### src/rtl/keypad_pkg.sv
// Shared types, key codes and the row/column -> key code map for the keypad front end.
// Pure declarations; no timing or flow control of its own.
package keypad_pkg;

   typedef enum logic [1:0] {SCAN, DEBOUNCE, HELD} state_t;

   localparam logic [3:0] KEY_A   = 4'hA;
   localparam logic [3:0] KEY_B   = 4'hB;
   localparam logic [3:0] KEY_C   = 4'hC;
   localparam logic [3:0] KEY_D   = 4'hD;
   localparam logic [3:0] KEY_E   = 4'hE;
   localparam logic [3:0] KEY_F   = 4'hF;
   localparam logic [3:0] KEY_CLR = 4'hC;

   // Physical layout: * reports as E, # as F.
   function automatic logic [3:0] key_map(input logic [1:0] r, input logic [1:0] c);
      logic [3:0] code;
      code = 4'h0;
      case ({r, c})
         4'h0: code = 4'h1;
         4'h1: code = 4'h2;
         4'h2: code = 4'h3;
         4'h3: code = KEY_A;
         4'h4: code = 4'h4;
         4'h5: code = 4'h5;
         4'h6: code = 4'h6;
         4'h7: code = KEY_B;
         4'h8: code = 4'h7;
         4'h9: code = 4'h8;
         4'hA: code = 4'h9;
         4'hB: code = KEY_C;
         4'hC: code = KEY_E;
         4'hD: code = 4'h0;
         4'hE: code = KEY_F;
         4'hF: code = KEY_D;
         default: code = 4'h0;
      endcase
      return code;
   endfunction

   function automatic logic [1:0] low_row(input logic [3:0] r);
      logic [1:0] idx;
      if (!r[0])      idx = 2'd0;
      else if (!r[1]) idx = 2'd1;
      else if (!r[2]) idx = 2'd2;
      else            idx = 2'd3;
      return idx;
   endfunction

endpackage

### src/rtl/scan_tick.sv
// Free-running divider: one-cycle tick every DIV clocks, on the last count before wrap.
// Latency fixed at DIV cycles per tick; never stalls, no backpressure.
module scan_tick #(
   parameter int DIV = 50000
) (
   input  logic clk,
   input  logic rst,
   output logic tick
);

   localparam int W = (DIV > 1) ? $clog2(DIV) : 1;
   localparam logic [W-1:0] LAST = W'(DIV - 1);

   logic [W-1:0] cnt;

   always_ff @(posedge clk or posedge rst) begin
      if (rst)       cnt <= '0;
      else if (tick) cnt <= '0;
      else           cnt <= cnt + W'(1);
   end

   assign tick = (cnt == LAST);

endmodule

### src/rtl/keypad_entry.sv
// 4x4 keypad scanner/debouncer; one event per press, decimal keys shift into an 8-digit BCD buffer.
// Event lands DEB_TICKS ticks after first detection; no backpressure, key_valid is a one-cycle pulse.
module keypad_entry
   import keypad_pkg::*;
#(
   parameter int SCAN_DIV  = 50000,
   parameter int DEB_TICKS = 4
) (
   input  logic        clk,
   input  logic        rst,
   input  logic [3:0]  row,
   output logic [3:0]  col,
   output logic [3:0]  key_code,
   output logic        key_valid,
   output logic        key_down,
   output logic [31:0] disp_digits
);

   localparam logic [3:0] DEB_LAST = 4'(DEB_TICKS);

   logic [3:0] row_m, row_s;
   logic       tick;
   state_t     state;
   logic [1:0] col_idx;
   logic [1:0] lat_row;
   logic [3:0] deb_cnt;
   logic [3:0] code_now;

   always_ff @(posedge clk or posedge rst) begin
      if (rst) begin
         row_m <= 4'hF;
         row_s <= 4'hF;
      end else begin
         row_m <= row;
         row_s <= row_m;
      end
   end

   scan_tick #(.DIV(SCAN_DIV)) u_tick (
      .clk  (clk),
      .rst  (rst),
      .tick (tick)
   );

   // col stays frozen outside SCAN, so col_idx is also the latched column.
   assign code_now = key_map(lat_row, col_idx);

   always_ff @(posedge clk or posedge rst) begin
      if (rst) begin
         state       <= SCAN;
         col         <= 4'b1110;
         col_idx     <= 2'd0;
         lat_row     <= 2'd0;
         deb_cnt     <= 4'd0;
         key_code    <= 4'd0;
         key_valid   <= 1'b0;
         key_down    <= 1'b0;
         disp_digits <= '0;
      end else begin
         key_valid <= 1'b0;
         if (tick) begin
            case (state)
               SCAN: begin
                  if (row_s != 4'hF) begin
                     lat_row <= low_row(row_s);
                     deb_cnt <= 4'd0;
                     state   <= DEBOUNCE;
                  end else begin
                     col     <= {col[2:0], col[3]};
                     col_idx <= col_idx + 2'd1;
                  end
               end
               DEBOUNCE: begin
                  if (!row_s[lat_row]) begin
                     if (deb_cnt + 4'd1 == DEB_LAST) begin
                        key_valid <= 1'b1;
                        key_code  <= code_now;
                        key_down  <= 1'b1;
                        deb_cnt   <= 4'd0;
                        state     <= HELD;
                        if (code_now <= 4'd9)
                           disp_digits <= {disp_digits[27:0], code_now};
                        else if (code_now == KEY_CLR)
                           disp_digits <= '0;
                     end else begin
                        deb_cnt <= deb_cnt + 4'd1;
                     end
                  end else begin
                     state <= SCAN;
                  end
               end
               HELD: begin
                  if (row_s[lat_row]) begin
                     if (deb_cnt + 4'd1 == DEB_LAST) begin
                        key_down <= 1'b0;
                        deb_cnt  <= 4'd0;
                        state    <= SCAN;
                     end else begin
                        deb_cnt <= deb_cnt + 4'd1;
                     end
                  end else begin
                     deb_cnt <= 4'd0;
                  end
               end
               default: state <= SCAN;
            endcase
         end
      end
   end

endmodule

### config.mk
export PLATFORM = sky130hd
export DESIGN_NAME = keypad_entry
export DESIGN_NICKNAME = d
export VERILOG_FILES = /design/src/rtl/keypad_pkg.sv /design/src/rtl/scan_tick.sv /design/src/rtl/keypad_entry.sv
export SDC_FILE = /design/constraint.sdc
export NUM_CORES = 1
export LEC_CHECK = 0
export ABC_CLOCK_PERIOD_IN_PS = 2120
export BUFFER_PORTS_ARGS = -buffer_cell sky130_fd_sc_hd__buf_2
export CORE_MARGIN = 8
export CORE_UTILIZATION = 51
export CTS_CLUSTER_DIAMETER = 60
export DETAILED_ROUTE_END_ITERATION = 10
export PLACE_DENSITY = 0.87
export SETUP_SLACK_MARGIN = 0.2
export SKIP_LAST_GASP = 1
export SLEW_MARGIN = 20
export SYNTH_ARGS = -nofsm -noshare
export SYNTH_HDL_FRONTEND = slang
export SYNTH_HIERARCHICAL = 1
export SYNTH_SLANG_ARGS = --single-unit
### constraint.sdc
create_clock -name clk -period 2.12 [get_ports clk]
set_clock_uncertainty 0.05 [all_clocks]
set_input_delay 0.318 -clock clk [delete_from_list [all_inputs] [get_ports clk]]
set_output_delay 0.318 -clock clk [all_outputs]
set_load 0.005 [all_outputs]
=== Yosys cells after proc, flatten, opt, wreduce, memory -nomap -nowiden ===
Memories as Yosys holds them, arrays and structs flattened.
Index checks and enable logic that the tools add are counted.

* Bits in registers: 76
* Latch bits: 0
* Bits in writable memories: 0
* Bits in read-only memories: 64
* Input port bits: 6
* Output and inout bits: 42
* Word-level logic and storage cells: 71
* Memories kept: 1

* Add/subtract/negate cells: 3
* Multipliers: 0
* Div/mod/pow operators: 0
* $lt $le $gt $ge: 2
* Equal/unequal tests: 12
* Shift operators: 0
* Mux-type cells: 28
* Bitwise operators: 2
* Reductions and logical operators: 11

{| class="wikitable"
|+ Memories
! name !! depth !! width !! rd ports !! clocked after memory_dff !! wr ports !! line !! text
|-
| (name not given) || 16 || 4 || 1 || 0 || 0 || keypad_pkg.sv:19 || <nowiki>case ({r, c})</nowiki>
|}

{| class="wikitable"
|+ Operators by type and width
! kind !! number
|-
| $mux 32 || 2
|-
| $add 16x1->16 const B || 1
|-
| $eq 16x16->1 const B || 1
|-
| $mux 16 || 1
|-
| $mux 4 || 4
|-
| $mux 2 || 7
|-
| $pmux 4 s3 || 1
|-
| $mux 1 || 10
|-
| $ne 2x2->1 const B || 5
|-
| $reduce_and 5->1 || 2
|-
| $reduce_and 4->1 || 2
|-
| $pmux 2 s3 || 1
|-
| $reduce_and 3->1 || 2
|-
| $reduce_and 6->1 || 1
|-
| $add 4x1->4 const B || 1
|-
| $eq 4x3->1 const B || 1
|-
| $eq 4x4->1 const B || 1
|-
| $le 4x4->1 const B || 1
|-
| $ne 4x4->1 const B || 1
|-
| $reduce_bool 2->1 || 2
|-
| $lt 2x3->1 const B || 1
|-
| $ne 3x3->1 const B || 1
|-
| $reduce_bool 3->1 || 1
|-
| $add 2x1->2 const B || 1
|-
| other kinds (6) || 7
|}

=== Logic depth before layout (Yosys ltp) ===
Gate-level depths: netlist of run 1.

* Depth in word-level cells: 6
* Mapped depth: 10

=== Hierarchy ===
The synthesis of run 1 kept the hierarchy.

{| class="wikitable"
|+ Modules (own cells, without submodules)
! module !! instances !! cells each !! area an instance (um2) !! sequential area each (um2)
|-
| keypad_entry || 1 || 205 || 2611.3 || 1515.2
|-
| scan_tick || 1 || 70 || 797.0 || 400.4
|}

=== Worst setup path before layout of run 1 ===
OpenSTA, ideal clock, no wires.

* Path kind: register -> register
* Start point: reg u_tick.cnt[0]
* End point: reg disp_digits[10]
* Setup time: 121 ps
* Data arrival time: 2013 ps
* Path slack: -64 ps
* Cell stages (with the launch flop): 11
* Path buffers: 2
* Clock period less this slack: 2184 ps
* Cells stage by stage: dfrtp_1 > ha_1 > and3_1 > and4_1 > buf_6 > nand2_1 > or3_4 > inv_2 > o21ai_2 > buf_2 > a22o_1

* Longest elaborated chain between the ends: 2

{| class="wikitable"
|+ Ends and longest elaborated chain
! what !! line !! text
|-
| from (decl) || scan_tick.sv:14 || <nowiki>logic [W-1:0] cnt;</nowiki>
|-
| from (signal assigned) || scan_tick.sv:19 || <nowiki>else cnt <= cnt + W'(1);</nowiki>
|-
| $eq 16x16->1 || scan_tick.sv:22 || <nowiki>assign tick = (cnt == LAST);</nowiki>
|-
| named net tick || keypad_entry.sv:22 || <nowiki>logic tick;</nowiki>
|-
| $reduce_and 5->1 (no source line) || n/a ||
|-
| to (signal assigned) || keypad_entry.sv:82 || <nowiki>disp_digits <= {disp_digits[27:0], code_now};</nowiki>
|-
| to (decl) || keypad_entry.sv:16 || <nowiki>output logic [31:0] disp_digits</nowiki>
|}

The timed path passes the listed nets, and every way through them passes these cells.
A chain may end at the register's enable or synchronous reset.

=== Worst setup path after layout of run 1 ===
* Start point: reg deb_cnt[1]
* End point: reg disp_digits[17]

* Longest elaborated chain between the ends: 3

{| class="wikitable"
|+ Ends and longest elaborated chain
! what !! line !! text
|-
| from (decl) || keypad_entry.sv:26 || <nowiki>logic [3:0] deb_cnt;</nowiki>
|-
| from (signal assigned) || keypad_entry.sv:86 || <nowiki>deb_cnt <= deb_cnt + 4'd1;</nowiki>
|-
| from (signal assigned) || keypad_entry.sv:99 || <nowiki>deb_cnt <= deb_cnt + 4'd1;</nowiki>
|-
| $add 4x1->4 || keypad_entry.sv:75 || <nowiki>if (deb_cnt + 4'd1 == DEB_LAST) begin</nowiki>
|-
| $eq 4x3->1 || keypad_entry.sv:75 ||
|-
| $reduce_and 5->1 (no source line) || n/a ||
|}

Every way passes these cells.

==> metrics.cfg, run 1 <==
[grt]
antenna_found_initial=0
groute.usage.overall=0.1798
grt_pass1_vias=2793
grt_max_degree=39
grt_pass1_wl_um=13790
gr-total-overflow=0

[placed_design]
place_area_mm2=0.004068
dp_cells=432
dp_hpwl_um=5421
io_buffer_count=47
gp_congestion=0.8116
dp_slack_ns=-0.02761

[synthesis]
ys_async_sr_fraction=1.000
ys_top_cells_by_area=dfrtp_1, dfstp_2, a22o_1
syn_nets=293
synth_cells=275
synth_edf_count=0
synth_area_per_cell_um2=12.39
synth_top_cell_by_area=dfrtp_1
yosysMostFrequentCell=dfrtp_1
ys_seq_area_frac=0.5620
synthFlopType=dfrtp_1
ys_top_cells_by_count=dfrtp_1, a22o_1, nor2_1
yosysUniqueCellTypes=52
yosysWarnings=6
netlist_area_mm2=0.003408
synth-seq-cells=76
synth_top_cell_area_share=0.4772

[timing]
hold_violations=0
fmax_mhz=463.5
drv_slew=0
fin_ws_ns=-0.03766
tns_ns=-0.5777
setup_viol=30
fin_crit_sh=1.018
fin_crit_ns=2.158
worstMarginPinSlew_ns=0.5920
relSlewSlack=0.6049
rsz0062_at_grt=yes
fin_hold_ws_ns=0.3076

[floorplan]
die_h_um=97.75
core_mm2=0.006422
start_util=0.5307
rows=29
fp.dieW_um=97.75
ios=48
dieArea_mm2=0.009555

[status]
violations=negative setup slack
status=finished, violations left

[cts]
clock_latency_ns=0.36
cts_buffer_depth=2
clk_pin_slew_worst_paths_ns=0.08
cts_buffers=9
htree_levels=3
clock_sinks=76
clockRootBuffer=clkbuf_8
cts_tree=built

[finish]
nNetsFinal=398
drive_above_1_share=0.4442
instances_no_fill=462
syn2layout_area_growth_pct=34.25
utilization=0.7124
n_fill_cell=417
fin_area_mm2=0.004576
n_antenna_cell=0

[setup_path]
worst-path-buf-inv=2
r2r-end=disp_digits[17]
crit_type=register to register
crit_required_ns=2.32
r2r.worst_path.cells=8
slowest_stage=dfrtp_1
cp-startpoint=deb_cnt[1]
slowest_delay_ns=0.45
rr_startpoint=deb_cnt[1]
worstPathCellList=ha_4 > nor4bb_4 > a31oi_4 > or3_4 > inv_4 > o21ai_4 > buf_12 > a22o_1
endpoint_kind=register
start_kind=register
worstPathArrival_ns=2.35
path_delay_family=simple AND/OR/NAND/NOR gates
crit_fanout=15
r2r_setup_slack_ns=-0.04

[power]
power.leakage_nw=2.285
power_mw=2.798
ir_worst_vdd_mv=0.5720
p_per_area_mw_per_mm2=611.5

[hold_path]
min_path_cells=0
hold_path.class=register to register
min_to=row_s[0]
hold_path_startpoint=row_m[0]

[detailed_routing]
ant_nets=0
wl_um=8505
vias_per_cell=5.751
vias=2657
drt-wirelength-per-cell_um=18.41
drtIter0Drc=192
drc=0
first_pass_iters=4

[job]
drv_cap=0

[layout make-up]
| class | count | area [um2] | area share |
|---|---|---|---|
| Sequential cell | 76 | 1916 | 0.4186 |
| Multi-Input combinational cell | 179 | 1562 | 0.3413 |
| Timing Repair Buffer | 104 | 733.2 | 0.1602 |
| Clock buffer | 9 | 123.9 | 0.02707 |
| Clock inverter | 7 | 105.1 | 0.02297 |
| Tap cell | 77 | 96.34 | 0.02106 |
| Inverter | 10 | 40.04 | 0.008750 |
[layout by cell type, fill, tap and decap left out, types with 4 or more instances in the layout]
cell,count
a21oi_1,7
a22o_1,32
buf_12,4
buf_2,47
buf_4,46
clkbuf_8,9
dfrtp_1,65
dfstp_2,11
dlygate4sd3_1,5
ha_1,8
inv_1,6
mux2_2,6
mux2i_1,6
nand2_1,12
nand3_1,6
nand4_1,5
nor2_1,18
o21ai_0,6
xnor2_1,7
xor2_1,8
[power breakdown]
part / total [mW] / internal (mW) / switching (mW)
logic: 0.0574 / 0.0209 / 0.0365
clock network: 1.27 / 0.683 / 0.590
registers: 1.47 / 1.46 / 0.00532
[cell families after synthesis]
kind of cell	count (synthesis)	synth area share
flip-flops	76	0.5620
AND/OR/NAND/NOR	73	0.1263
AO/OA/AOI/OAI	64	0.1417
buffers and inverters	20	0.03230
XOR/XNOR	15	0.03855
multiplexers	15	0.05506
adder cells (fa/ha/maj)	12	0.04405
[worst max path at each step]
stage / end / cells after the start
2_1_floorplan: disp_digits[0] / 10
3_3_place_gp: disp_digits[22] / 9
3_5_place_dp: state[1] / 8
4_1_cts: disp_digits[13] / 9
5_1_grt: disp_digits[28] / 8
6_report: disp_digits[17] / 8
[per-layer routing]
| metal | global-route usage | vias to the layer above | wire [um] |
|---|---|---|---|
| li1 | - | 1209 | - |
| met1 | 0.1804 | 1351 | 3079 |
| met2 | 0.3379 | 77 | 4778 |
| met3 | 0.05820 | 20 | 443 |
| met4 | 0.06595 | 0 | 204 |
| met5 | 0 | - | 0 |
[sequential cells by signal, indices dropped and copies added, names as in the netlist]
name and count:
disp_digits 32, u_tick/cnt 16, col 4, deb_cnt 4, key_code 4, row_m 4
row_s 4, col_idx 2, lat_row 2, state 2, key_down 1, key_valid 1
[repair_timing]
action                                 4_1_cts  5_1_grt
hold buffers                                 5        0
cloned                                       0        0
buffers inserted                             8        1
setup endpoints to repair                   44       49
endpoints found under the hold margin       31        0
resized for setup                           21       16
pin swaps                                    3        5
Power figures use the tool's default switching activity.
==> inputs of run 2 (changes only) <==
--- a/config.mk
+++ b/config.mk
@@ -13,4 +13,5 @@
 export DETAILED_ROUTE_END_ITERATION = 10
 export PLACE_DENSITY = 0.87
+export REMOVE_ABC_BUFFERS = 1
 export SETUP_SLACK_MARGIN = 0.2
 export SKIP_LAST_GASP = 1
--- a/constraint.sdc
+++ b/constraint.sdc
@@ -3,3 +3,3 @@
 set_input_delay 0.318 -clock clk [delete_from_list [all_inputs] [get_ports clk]]
 set_output_delay 0.318 -clock clk [all_outputs]
-set_load 0.005 [all_outputs]
+set_load 0.05 [all_outputs]
==> run 2 against run 1 <==
Clock power down 18%. Routed wire length increased by 7.7%. Via count is 2.6% higher. Setup slack got worse by 0.092 ns. Combinational power down 11%. Register-to-register slack worse by 0.09 ns. The flow still finishes with violations (negative setup slack).
==> metrics.cfg, run 2 (synthesized netlist as in run 1, its figures left out) <==
[grt]
grt_pass1_wl_um=13830
grt_pass1_vias=2850
groute.usage.overall=0.1806
gr-total-overflow=0
antenna_found_initial=0
grt_max_degree=61

[finish]
utilization=0.7158
largestRegisters=disp_digits: 32 flops, u_tick/cnt: 16 flops
largest_reg_flops=32
nNetsFinal=401
layout_common_cells=dfrtp_1, buf_2, buf_4, a22o_1, nor2_1
final_common_cell=dfrtp_1
instances_no_fill=465
drive_above_1_share=0.4588
n_fill_cell=391
syn2layout_area_growth_pct=34.88
n_antenna_cell=0
largest_register=disp_digits

[setup_path]
cp-startpoint=deb_cnt[1]
crit_type=register to register
crit_required_ns=2.32
worstPathCellList=ha_2 > and3b_1 > a31oi_2 > or3_4 > inv_4 > o21ai_4 > buf_12 > a22o_1
endpoint_kind=register
slowest_delay_ns=0.45
start_kind=register
rr_startpoint=deb_cnt[1]
crit_fanout=23
worstPathArrival_ns=2.45
slowest_stage=dfrtp_1

[cts]
cts_buffer_depth=2
cts_buffers=9
htree_levels=3
clock_latency_ns=0.36
clk_pin_slew_worst_paths_ns=0.08
cts_tree=built
clockRootBuffer=clkbuf_8
clock_sinks=76

[timing]
hold_violations=0
worstMarginPinSlew_ns=0.5998
drv_slew=0
fin_ws_ns=-0.1294
fin_crit_ns=2.249
relSlewSlack=0.5997
fin_crit_sh=1.061
fmax_mhz=444.6
rsz0062_at_grt=yes
setup_viol=34

[power]
ir_worst_vdd_mv=0.6411
combPwrFrac=0.020
p_int_mw=1.922
clkPwrFrac=0.406
p_seq_frac=0.574
switchingPower_mw=0.6343
power.leakage_nw=2.291
p_per_area_mw_per_mm2=556.1
switching_share=0.2481

[detailed_routing]
drt-wirelength-per-cell_um=19.69
drtIter0Drc=173
vias=2726
wl_um=9156
ant_nets=0
drc=0
vias_per_cell=5.862
first_pass_iters=4

[floorplan]
start_util=0.5307
rows=29
ios=48
core_mm2=0.006422
fp.dieW_um=97.75
dieArea_mm2=0.009555
die_h_um=97.75

[placed_design]
io_buffer_count=47
dp_hpwl_um=5223
gp_congestion=0.8933
dp_cells=428

[hold_path]
hold_path.class=register to register
hold_path_startpoint=row_m[3]

[status]
violations=negative setup slack
status=finished, violations left

[job]
drv_cap=0

## run 2: timing repair
item | CTS | global route
hold endpoints to repair | 61 | 0
gates resized for setup | 25 | 38
setup endpoints to repair | 43 | 50
gates cloned | 1 | 1
hold buffers | 5 | 0
pin swaps | 5 | 18
setup buffers | 9 | 5
## run 2: worst max-delay path: cells and delay by family (launching register included)
family | cells | cell delay [ns]
AOI/OAI and AO/OA | 3 | 0.41
adders and majority gates | 1 | 0.23
buffers and inverters | 2 | 0.28
DFF | 1 | 0.45
and+or+nand+nor | 2 | 0.71
## run 2: final timing paths
check                                   to  slack [ns]  cells past startpoint
max in group asynchronous    u_tick/cnt[2]        1.10                      3
max                        disp_digits[25]       -0.13                      8
max reg2reg                disp_digits[25]       -0.13                      8
min                               row_s[3]        0.30                      0
min reg2reg                       row_s[3]        0.30                      0
min in group asynchronous  disp_digits[31]        0.51                      4
## run 2: per-layer routing
metal / GRT usage / wire, um / vias up
met4: 0.07674 / 316 / 0
li1: - / - / 1222
met5: 0 / 0 / -
met1: 0.1841 / 3328 / 1397
met2: 0.3310 / 4999 / 82
met3: 0.05891 / 512 / 25
## run 2: layout make-up
class | instances | area (um2) | share of cell area
Multi-Input combinational cell | 179 | 1554 | 0.3381
Timing Repair Buffer | 107 | 805.8 | 0.1753
Tap cell | 77 | 96.34 | 0.02096
Inverter | 10 | 40.04 | 0.008710
Sequential cell | 76 | 1917 | 0.4170
Clock buffer | 9 | 123.9 | 0.02695
Clock inverter | 7 | 60.06 | 0.01306
## run 2: metrics by stage
step | hold slack (ns) | TNS [ns] | setup slack (ns) | instance area, um2 | power [mW]
2_1_floorplan | 0.1817 | -17.23 | -0.5668 | 3336 | 1.519
3_3_place_gp | 0.2960 | 0 | 0.01699 | 3998 | 1.537
3_5_place_dp | 0.2984 | -1.607 | -0.07853 | 3998 | 1.539
4_1_cts | 0.3031 | -0.007111 | -0.005886 | 4385 | 2.573
5_1_grt | 0.3084 | -5.219 | -0.1894 | 4597 | 2.640
6_report | 0.3012 | -3.069 | -0.1294 | 4597 | 2.556
## run 2: power groups by stage
stage / clock, mW / sequential, mW / combinational (mW)
2_1_floorplan: 0 / 1.49 / 0.0249
3_3_place_gp: 0 / 1.50 / 0.0417
3_5_place_dp: 0 / 1.50 / 0.0430
4_1_cts: 1.05 / 1.47 / 0.0521
5_1_grt: 1.11 / 1.47 / 0.0586
6_report: 1.04 / 1.47 / 0.0511
==> inputs of run 3 (changes only) <==
--- a/config.mk
+++ b/config.mk
@@ -7,6 +7,5 @@
 export LEC_CHECK = 0
 export ABC_CLOCK_PERIOD_IN_PS = 2120
-export BUFFER_PORTS_ARGS = -buffer_cell sky130_fd_sc_hd__buf_2
-export CORE_MARGIN = 8
+export BUFFER_PORTS_ARGS = -buffer_cell sky130_fd_sc_hd__buf_4
 export CORE_UTILIZATION = 51
 export CTS_CLUSTER_DIAMETER = 60
--- a/constraint.sdc
+++ b/constraint.sdc
@@ -3,3 +3,3 @@
 set_input_delay 0.318 -clock clk [delete_from_list [all_inputs] [get_ports clk]]
 set_output_delay 0.318 -clock clk [all_outputs]
-set_load 0.05 [all_outputs]
+set_load 0.1 [all_outputs]
==> run 3 against run 2 <==
The flow still finishes with violations (negative setup slack). Global-route usage increased by 9.4 points. Clock power is 7% higher. Die area down 27%. Maximum frequency is 1.9% higher. Utilization is 2.3 points higher. Count of clock-buffer cells in the layout grew 3. First-iteration DRC count rose by 12%. Sequential power about the same. Worst hold slack improved by 0.0080 ns. Total power rose by 3.0%. Cell count grew 0.22%. Register-to-register slack improved by 0.04 ns. Largest cell class unchanged.
==> metrics.cfg, run 3 (synthesized netlist as in run 1, its figures left out) <==
[cts]
clock_latency_ns=0.37
cts_buffer_depth=2
clockRootBuffer=clkbuf_8
htree_levels=3
cts_tree=built
clock_sinks=76
clk_pin_slew_worst_paths_ns=0.09
cts_buffers=9

[timing]
hold_violations=0
drv_slew=0
rsz0062_at_grt=yes
worstMarginPinSlew_ns=0.6171
fin_crit_sh=1.041
tns_ns=-2.521
fmax_mhz=452.9
setup_viol=38
fin_ws_ns=-0.08790
relSlewSlack=0.5881
fin_crit_ns=2.208

[floorplan]
die_h_um=83.75
rows=29
core_mm2=0.006386
dieArea_mm2=0.007014
start_util=0.5337
ios=48
fp.dieW_um=83.75

[detailed_routing]
ant_nets=0
first_pass_iters=4
vias_per_cell=6.071
drc=0
vias=2829
drt-wirelength-per-cell_um=20.59
wl_um=9594
drtIter0Drc=193

[finish]
utilization=0.7386
layout_common_cells=buf_4, dfrtp_1, a22o_1, nor2_1, nand2_1
multiInputGateArea_mm2=0.001529
largest_reg_flops=32
largest_register=disp_digits
n_antenna_cell=0
fin_area_mm2=0.004717
drive_above_1_share=0.4422
instances_no_fill=466
n_fill_cell=382
final_common_cell=buf_4
largestRegisters=disp_digits: 32 flops, u_tick/cnt: 16 flops
seq_area_mm2=0.001917
syn2layout_area_growth_pct=38.40
nNetsFinal=402

[setup_path]
start_kind=register
crit_required_ns=2.33
r2r.worst_path.cells=8
rr_startpoint=u_tick/cnt[11]
slowest_stage=dfrtp_1
crit_type=register to register
r2r-end=disp_digits[2]
r2r_setup_slack_ns=-0.09
endpoint_kind=register
worstPathArrival_ns=2.42
slowest_delay_ns=0.40
crit_fanout=3
worstPathCellList=nor4bb_2 > and4_4 > nand2_1 > or3_4 > inv_4 > o21ai_4 > buf_4 > a22o_1

[placed_design]
gp_congestion=0.8628
place_area_mm2=0.004115
dp_hpwl_um=5148
dp_slack_ns=-0.03490
io_buffer_count=47
dp_cells=428

[power]
power.leakage_nw=2.296
ir_worst_vdd_mv=0.6274
p_per_area_mw_per_mm2=558.4

[hold_path]
min_path_cells=0
min_to=row_s[0]
hold_path.class=register to register
hold_path_startpoint=row_m[0]

[job]
drv_cap=0

[status]
violations=negative setup slack
status=finished, violations left

[grt]
grt_pass1_wl_um=14610
antenna_found_initial=0
groute.usage.overall=0.2747
grt_max_degree=37
gr-total-overflow=0
grt_pass1_vias=2956

[run 3: cell count changes in the layout (fill, tap and decap cells not counted), moves of 3 or more]
cell   previous run  this run
buf_4            37        87
buf_2            47         0
buf_6            14        11
inv_6             3         0
[run 3: worst max path at each step]
stage | start | depth (start not counted) | end | slack [ns]
floorplan | u_tick/cnt[0] | 7 | disp_digits[0] | -0.57
CTS | col_idx[0] | 8 | disp_digits[21] | -0.003
global placement | u_tick/cnt[7] | 8 | disp_digits[5] | -0.02
detailed placement | col_idx[1] | 8 | disp_digits[21] | -0.03
global route | u_tick/cnt[11] | 7 | disp_digits[1] | -0.13
finish | u_tick/cnt[11] | 8 | disp_digits[2] | -0.09
[run 3: worst max-delay path: cells and delay by family, from the launching register on]
family | cells | cell delay, ns
flip-flops | 1 | 0.40
buffers and inverters | 2 | 0.25
AO/OA/AOI/OAI | 2 | 0.32
AND/OR/NAND/NOR | 4 | 1.08
[run 3: routing by layer]
layer / up-vias / global-route usage / wire, um
met4: 0 / 0.1202 / 334
met5: - / 0 / 0
li1: 1218 / - / -
met1: 1438 / 0.3013 / 3514
met2: 141 / 0.4915 / 5154
met3: 32 / 0.08012 / 590
[run 3: area by class of cell]
class,instances,share of cell area
well taps,77,0.02042
repair buffers,108,0.1987
clock inverters,4,0.006631
flip-flops and latches,76,0.4064
inverters,10,0.008488
multi-input cells,179,0.3241
clock buffers,12,0.03528
[run 3: repair_timing]
item / 4_1_cts / 5_1_grt
pin swaps: 9 / 12
hold endpoints to repair: 17 / 0
hold buffers: 5 / 0
setup endpoints to repair: 46 / 53
resized for setup: 41 / 11
gates cloned: 0 / 2
setup buffers: 13 / 2
[run 3: power by group]
| part | total (mW) | internal (mW) | switching, mW |
|---|---|---|---|
| Combinational | 0.0569 | 0.0205 | 0.0365 |
| Sequential | 1.47 | 1.46 | 0.00633 |
| Clock | 1.11 | 0.531 | 0.577 |
[run 3: stage by stage]
| step | hold slack (ns) | total power, mW |
|---|---|---|
| after floorplan | 0.1817 | 1.519 |
| after global placement | 0.2956 | 1.539 |
| after detailed placement | 0.2993 | 1.542 |
| after CTS | 0.3111 | 2.628 |
| after global routing | 0.3162 | 2.706 |
| final | 0.3092 | 2.634 |
